`src/rtl/regfile_scoreboard.sv`:
```
// Two-read / one-write register file with a per-register busy scoreboard.
// Reads and busy lookups are combinational; the busy population count is registered.
module regfile_scoreboard #(
  parameter int WIDTH    = 32,
  parameter int DEPTH    = 8,
  parameter bit ZERO_REG = 1'b0,
  parameter bit BYPASS   = 1'b1,
  localparam int AW      = $clog2(DEPTH),
  localparam int PW      = $clog2(DEPTH + 1)
) (
  input  logic             i_clk,
  input  logic             i_rst,
  input  logic [AW-1:0]    i_a1,
  input  logic [AW-1:0]    i_a2,
  input  logic [AW-1:0]    i_a3,
  input  logic             i_we3,
  input  logic [WIDTH-1:0] i_wd3,
  input  logic             i_rsv,
  input  logic [AW-1:0]    i_ra,
  output logic [WIDTH-1:0] o_rd1,
  output logic [WIDTH-1:0] o_rd2,
  output logic             o_busy1,
  output logic             o_busy2,
  output logic [PW-1:0]    o_pcount
);

  logic [WIDTH-1:0] r_mem [DEPTH];
  logic [DEPTH-1:0] r_busy;
  logic [PW-1:0]    r_pcount;

  logic             w_we_ok;
  logic             w_rsv_ok;
  logic             w_a3_busy;
  logic             w_ra_busy;
  logic             w_inc;
  logic             w_dec;
  logic [DEPTH-1:0] w_busy_nxt;
  logic [AW-1:0]    w_addr [2];
  logic [WIDTH-1:0] w_lk_rd [2];
  logic [1:0]       w_lk_busy;
  logic [WIDTH-1:0] w_rd [2];
  logic [1:0]       w_busy_out;

  function automatic logic addr_ok(input logic [AW-1:0] addr);
    addr_ok = ({1'b0, addr} < (AW+1)'(DEPTH)) &&
              !(ZERO_REG && (addr == {AW{1'b0}}));
  endfunction

  assign w_we_ok   = i_we3 && addr_ok(i_a3);
  assign w_rsv_ok  = i_rsv && addr_ok(i_ra);
  assign w_addr[0] = i_a1;
  assign w_addr[1] = i_a2;

  // Next busy vector and the pre-edge busy state of the write and reserve targets.
  always_comb begin
    w_busy_nxt = {DEPTH{1'b0}};
    w_a3_busy  = 1'b0;
    w_ra_busy  = 1'b0;
    for (int i = 0; i < DEPTH; i++) begin
      w_busy_nxt[i] = (r_busy[i] & ~(w_we_ok & (i_a3 == AW'(i)))) |
                      (w_rsv_ok & (i_ra == AW'(i)));
      w_a3_busy     = w_a3_busy | (r_busy[i] & (i_a3 == AW'(i)));
      w_ra_busy     = w_ra_busy | (r_busy[i] & (i_ra == AW'(i)));
    end
  end

  // A reserve on the write address wins, so that write never decrements the count.
  assign w_inc = w_rsv_ok && !w_ra_busy;
  assign w_dec = w_we_ok && w_a3_busy && !(w_rsv_ok && (i_ra == i_a3));

  // Register storage; an invalid write address, including the hardwired zero register, is never written.
  always_ff @(posedge i_clk or posedge i_rst) begin
    if (i_rst) begin
      for (int i = 0; i < DEPTH; i++) begin
        r_mem[i] <= {WIDTH{1'b0}};
      end
    end else if (w_we_ok) begin
      for (int i = 0; i < DEPTH; i++) begin
        if (i_a3 == AW'(i)) begin
          r_mem[i] <= i_wd3;
        end
      end
    end
  end

  // Busy bits and their incrementally maintained population count.
  always_ff @(posedge i_clk or posedge i_rst) begin
    if (i_rst) begin
      r_busy   <= {DEPTH{1'b0}};
      r_pcount <= {PW{1'b0}};
    end else begin
      r_busy   <= w_busy_nxt;
      r_pcount <= r_pcount + PW'(w_inc) - PW'(w_dec);
    end
  end

  // Read ports: stored lookup, overridden by the same-cycle write when bypassing.
  always_comb begin
    for (int p = 0; p < 2; p++) begin
      w_lk_rd[p]    = {WIDTH{1'b0}};
      w_lk_busy[p]  = 1'b0;
      w_rd[p]       = {WIDTH{1'b0}};
      w_busy_out[p] = 1'b0;
      for (int i = 0; i < DEPTH; i++) begin
        w_lk_rd[p]   = w_lk_rd[p] | ((w_addr[p] == AW'(i)) ? r_mem[i] : {WIDTH{1'b0}});
        w_lk_busy[p] = w_lk_busy[p] | ((w_addr[p] == AW'(i)) & r_busy[i]);
      end
      if (BYPASS && w_we_ok && (i_a3 == w_addr[p])) begin
        w_rd[p]       = i_wd3;
        w_busy_out[p] = !i_rst && w_rsv_ok && (i_ra == w_addr[p]);
      end else if (addr_ok(w_addr[p])) begin
        w_rd[p]       = w_lk_rd[p];
        w_busy_out[p] = !i_rst && w_lk_busy[p];
      end else begin
        w_rd[p]       = {WIDTH{1'b0}};
        w_busy_out[p] = 1'b0;
      end
    end
  end

  assign o_rd1    = w_rd[0];
  assign o_rd2    = w_rd[1];
  assign o_busy1  = w_busy_out[0];
  assign o_busy2  = w_busy_out[1];
  assign o_pcount = r_pcount;

endmodule
```
`config.mk`:
```
export PLATFORM = sky130hd
export DESIGN_NAME = regfile_scoreboard
export DESIGN_NICKNAME = d
export VERILOG_FILES = /design/src/rtl/regfile_scoreboard.sv
export SDC_FILE = /design/constraint.sdc
export NUM_CORES = 1
export LEC_CHECK = 0
export BUFFER_PORTS_ARGS = -buffer_cell sky130_fd_sc_hd__buf_4
export CORE_MARGIN = 2
export CORE_UTILIZATION = 61
export CTS_CLUSTER_SIZE = 10
export DETAILED_ROUTE_END_ITERATION = 10
export GPL_TIMING_DRIVEN = 1
export PLACE_DENSITY = 0.79
export SYNTH_ARGS = -nofsm -noshare
export SYNTH_HDL_FRONTEND = slang
export SYNTH_SLANG_ARGS = --single-unit
```
`constraint.sdc`:
```
create_clock -name i_clk -period 8.95 [get_ports i_clk]
set_input_delay 0.895 -clock i_clk [delete_from_list [all_inputs] [get_ports i_clk]]
set_output_delay 0.895 -clock i_clk [all_outputs]
set_load 0.05 [all_outputs]
```
==> implementation parameters <==
Parameter                              Value

Clocking
  Clock insertion delay at the later pin of the skew report    between 0.5 and 0.6 ns
  Buffers inserted by post-CTS timing repair    0
  Clock Tree Root    sky130_fd_sc_hd__clkbuf_16
  CTS tree    built
  Depth of the CTS H-tree    1
  Total clock buffers created by CTS    31
  Number of clock sinks seen by CTS    268
  Hold-fix buffers at CTS    0
  Clock input transition at the sequential cells of the worst setup and hold paths    approximately 0.060 ns
  Resize count post-CTS    0
  Buffers from clock root to sink, at most    3

Layout
  Cell area after layout    0.0168 sq mm
  Antenna cells    0
  Share of final-layout standard cells stronger than drive strength 1    about two fifths
  Area occupied by multi-input gates    roughly 0.0077 sq mm
  Most used cells in the layout excluding fill and tap cells    sky130_fd_sc_hd__dfrtp_1 (268), sky130_fd_sc_hd__mux2_2 (258), sky130_fd_sc_hd__buf_4 (141), sky130_fd_sc_hd__mux2i_1 (96), sky130_fd_sc_hd__nor2_1 (55)
  Filler cell count    roughly 1800
  Sequential standard cell area    about 0.0067 sq mm
  Most frequent standard cell in the layout excluding fill and tap cells    sky130_fd_sc_hd__dfrtp_1
  Area delta synth->final    10.4%
  Net count of the finished layout    ~1300

Worst setup path
  Top fanout value on the critical path    36
  Top cell family by delay on the critical path    buffers and inverters
  Peak per-stage delay on the critical path    roughly 0.89 ns
  Critical Path Source Type    input port
  Cell count along the critical path    7
  Most frequent cell on the critical path    sky130_fd_sc_hd__buf_4
  Series of cell instances along the critical path    buf_4 -> buf_4 -> and2_1 -> a22oi_1 -> a222oi_1 -> o22a_1 -> buf_4
  Data arrival, critical path    about 3.8 ns
  Cells on worst reg2reg path    9
  Critical Path End Type    output pin
  Type of the worst setup path    in -> out
  Critical path buffer and inverter count    3
  Crit path max-delay cell type    sky130_fd_sc_hd__and2_1
  Required time at the endpoint of the critical path    8.06 ns

Timing
  Highest achievable clock rate    212 MHz
  Total negative slack for setup checks    0 ns
  Final count of pins violating max slew    0
  Worst clock skew    approximately 0.0038 ns
  Final worst path period need    roughly 4.7 ns
  Actual slew at the worst max-slew pin    roughly 1.3 ns
  Final hold viol count    0
  Portion of the clock cycle consumed by the worst path in the final layout    a little over half
  RSZ-0062 raised after global routing    false
  Number of setup violations in the final report    0
  Relative slew slack    14.3%

Yosys
  Post-synthesis net count    1293
  Proportion of synthesized chip area in sequential cells    about 44%
  YS warnings    0
  Share of async-settable or async-resettable flops after synthesis    100%
  Mean Syn Cell Area    between 10 and 15 sq um
  Cell Area, Synth    between 0.015 and 0.02 sq mm
  Gate count after technology mapping    between 1000 and 1500
  Ys flop type    sky130_fd_sc_hd__dfrtp_1
  Flip-flop and latch count after synthesis    268
  EDFF count, synth    0
  Number of unique standard cell types used by synthesis    50

Global routing
  Total Routing Usage GR    about a third
  Remaining global-route overflow    0
  Number of global-route vias before repair    11100
  Global-route wire length before repair    about 65000 um
  Initial antenna violation count    1
  Maximum number of pins on one net before global-route repair    approximately 110

Floorplan
  Area inside the core boundary    about 0.024 sq mm
  Placement row count    57
  Boundary pin count    between 100 and 150
  Die span in y    about 160 um
  Overall die area    between 0.02 and 0.03 sq mm
  Effective utilization at floorplan    between 60 and 70%
  Die outline width    between 150 and 200 um

Place
  Routability congestion estimate from global placement    0.838
  Half-perimeter wire length after detailed placement    roughly 24000 um
  Total cell area at the placement stage    0.0160 sq mm
  Port Buffer Count    approximately 120

Worst hold path
  Hold Path Class    in -> async

Route
  First-pass detailed-route iteration total    5
  Post-route DRC    0
  Vias per inst    6.92
  Final Routed Wirelength    approximately 41000 um
  Vias post-DR    between 10000 and 15000
  Post-DRT Antenna Nets    0
  Drt wl/cell    roughly 25 um
  Number of violations reported at the end of detailed-routing iteration 0    approximately 1100

Power
  Worst vdd ir    between 0.15 and 0.2 mV
  Cell Pwr Density    242 mW/mm^2
  Static leakage power    7.24 nW

Flow run
  Max-cap violations    0

Outcome
  Outcome    finished clean
==> sequential cells by signal, summed over array words and instances, names as in the netlist <==
register  count
r_mem       256
r_busy        8
o_pcount      4
==> cell usage after synthesis, drive strengths merged (18+ instances only) <==
| master | instances | area [sq um] |
|---|---|---|
| mux2 | 268 | 3020 |
| o32ai | 19 | 166 |
| nand2 | 52 | 195 |
| mux4 | 47 | 1060 |
| a22oi | 28 | 210 |
| nor2 | 56 | 218 |
| a31oi | 31 | 194 |
| xnor2 | 18 | 158 |
| dfrtp | 268 | 6710 |
| a221oi | 30 | 263 |
| inv | 28 | 105 |
| clkbuf | 34 | 129 |
| a21oi | 40 | 200 |
| buf | 102 | 593 |
| o21ai | 22 | 110 |
| nor3b | 19 | 165 |
| mux2i | 96 | 961 |
==> routing by layer <==
metal  global-route usage, %  routed length (um)
met5                       0                  18
met4                    9.33                1080
met3                    4.75                3440
met2                    51.3               19700
met1                    44.7               16700
==> where the power goes <==
group          leakage, nW  switching [mW]  total (mW)  internal, mW
clock network        0.398           0.464        1.08         0.615
registers             3.21           0.215        1.70          1.49
logic                 3.63           0.700        1.28         0.578
total                 7.24            1.38        4.06          2.68
==> cell type report <==
type | instances | area share [%]
clock buffers | 37 | 4.76
clock inverters | 2 | 0.104
inverters | 28 | 0.671
multi-input cells | 808 | 45.8
flip-flops and latches | 268 | 40.0
well taps | 324 | 2.42
repair buffers | 141 | 6.31
==> worst paths after layout <==
check / startpoint / endpoint / slack [ns]
hold reg to reg: r_mem[127]$_DFFE_PP0P_ / r_mem[127]$_DFFE_PP0P_ / 0.52
setup reg to reg: r_busy[5]$_DFF_PP0_ / o_pcount[1]$_DFF_PP0_ / 6.60
max in group asynchronous: i_rst / r_mem[28]$_DFFE_PP0P_ / 6.83
hold / removal: i_rst / r_busy[3]$_DFF_PP0_ / 0.52
setup / recovery: i_a1[2] / o_rd1[4] / 4.23
min in group i_clk: r_mem[127]$_DFFE_PP0P_ / r_mem[127]$_DFFE_PP0P_ / 0.52
==> worst reg2reg max path: stages (launching register included) <==
cell,delay [ns]
sky130_fd_sc_hd__dfrtp_1,0.44
sky130_fd_sc_hd__mux4_2,0.49
sky130_fd_sc_hd__mux2i_1,0.16
sky130_fd_sc_hd__nor2_1,0.06
sky130_fd_sc_hd__ha_1,0.26
sky130_fd_sc_hd__inv_1,0.05
sky130_fd_sc_hd__ha_1,0.16
sky130_fd_sc_hd__inv_1,0.06
sky130_fd_sc_hd__fa_1,0.50
sky130_fd_sc_hd__inv_1,0.04
==> cells by family after synthesis <==
group / Yosys count / synth area share (%)
mux: 411 / 33.2
flops: 268 / 44.1
compound gates: 220 / 10.5
buf+inv: 164 / 5.44
simple gates: 154 / 5.21
xor+xnor: 18 / 1.04
fa+ha+maj: 5 / 0.461
==> stage by stage <==
stage | power, mW | hold WS [ns] | utilization (%) | cells | setup WS [ns]
2_1_floorplan | 2.64 | 0.474 | - | 1240 | 0.673
3_3_place_gp | 2.94 | 0.492 | 65.4 | 1569 | 4.41
3_5_place_dp | 2.98 | 0.502 | 65.4 | 1569 | 4.38
4_1_cts | 4.06 | 0.514 | 68.8 | 1608 | 4.34
5_1_grt | 4.24 | 0.537 | 68.8 | 1608 | 4.18
6_report | 4.06 | 0.515 | 68.8 | 1608 | 4.23
Power figures use the tool's default switching activity.
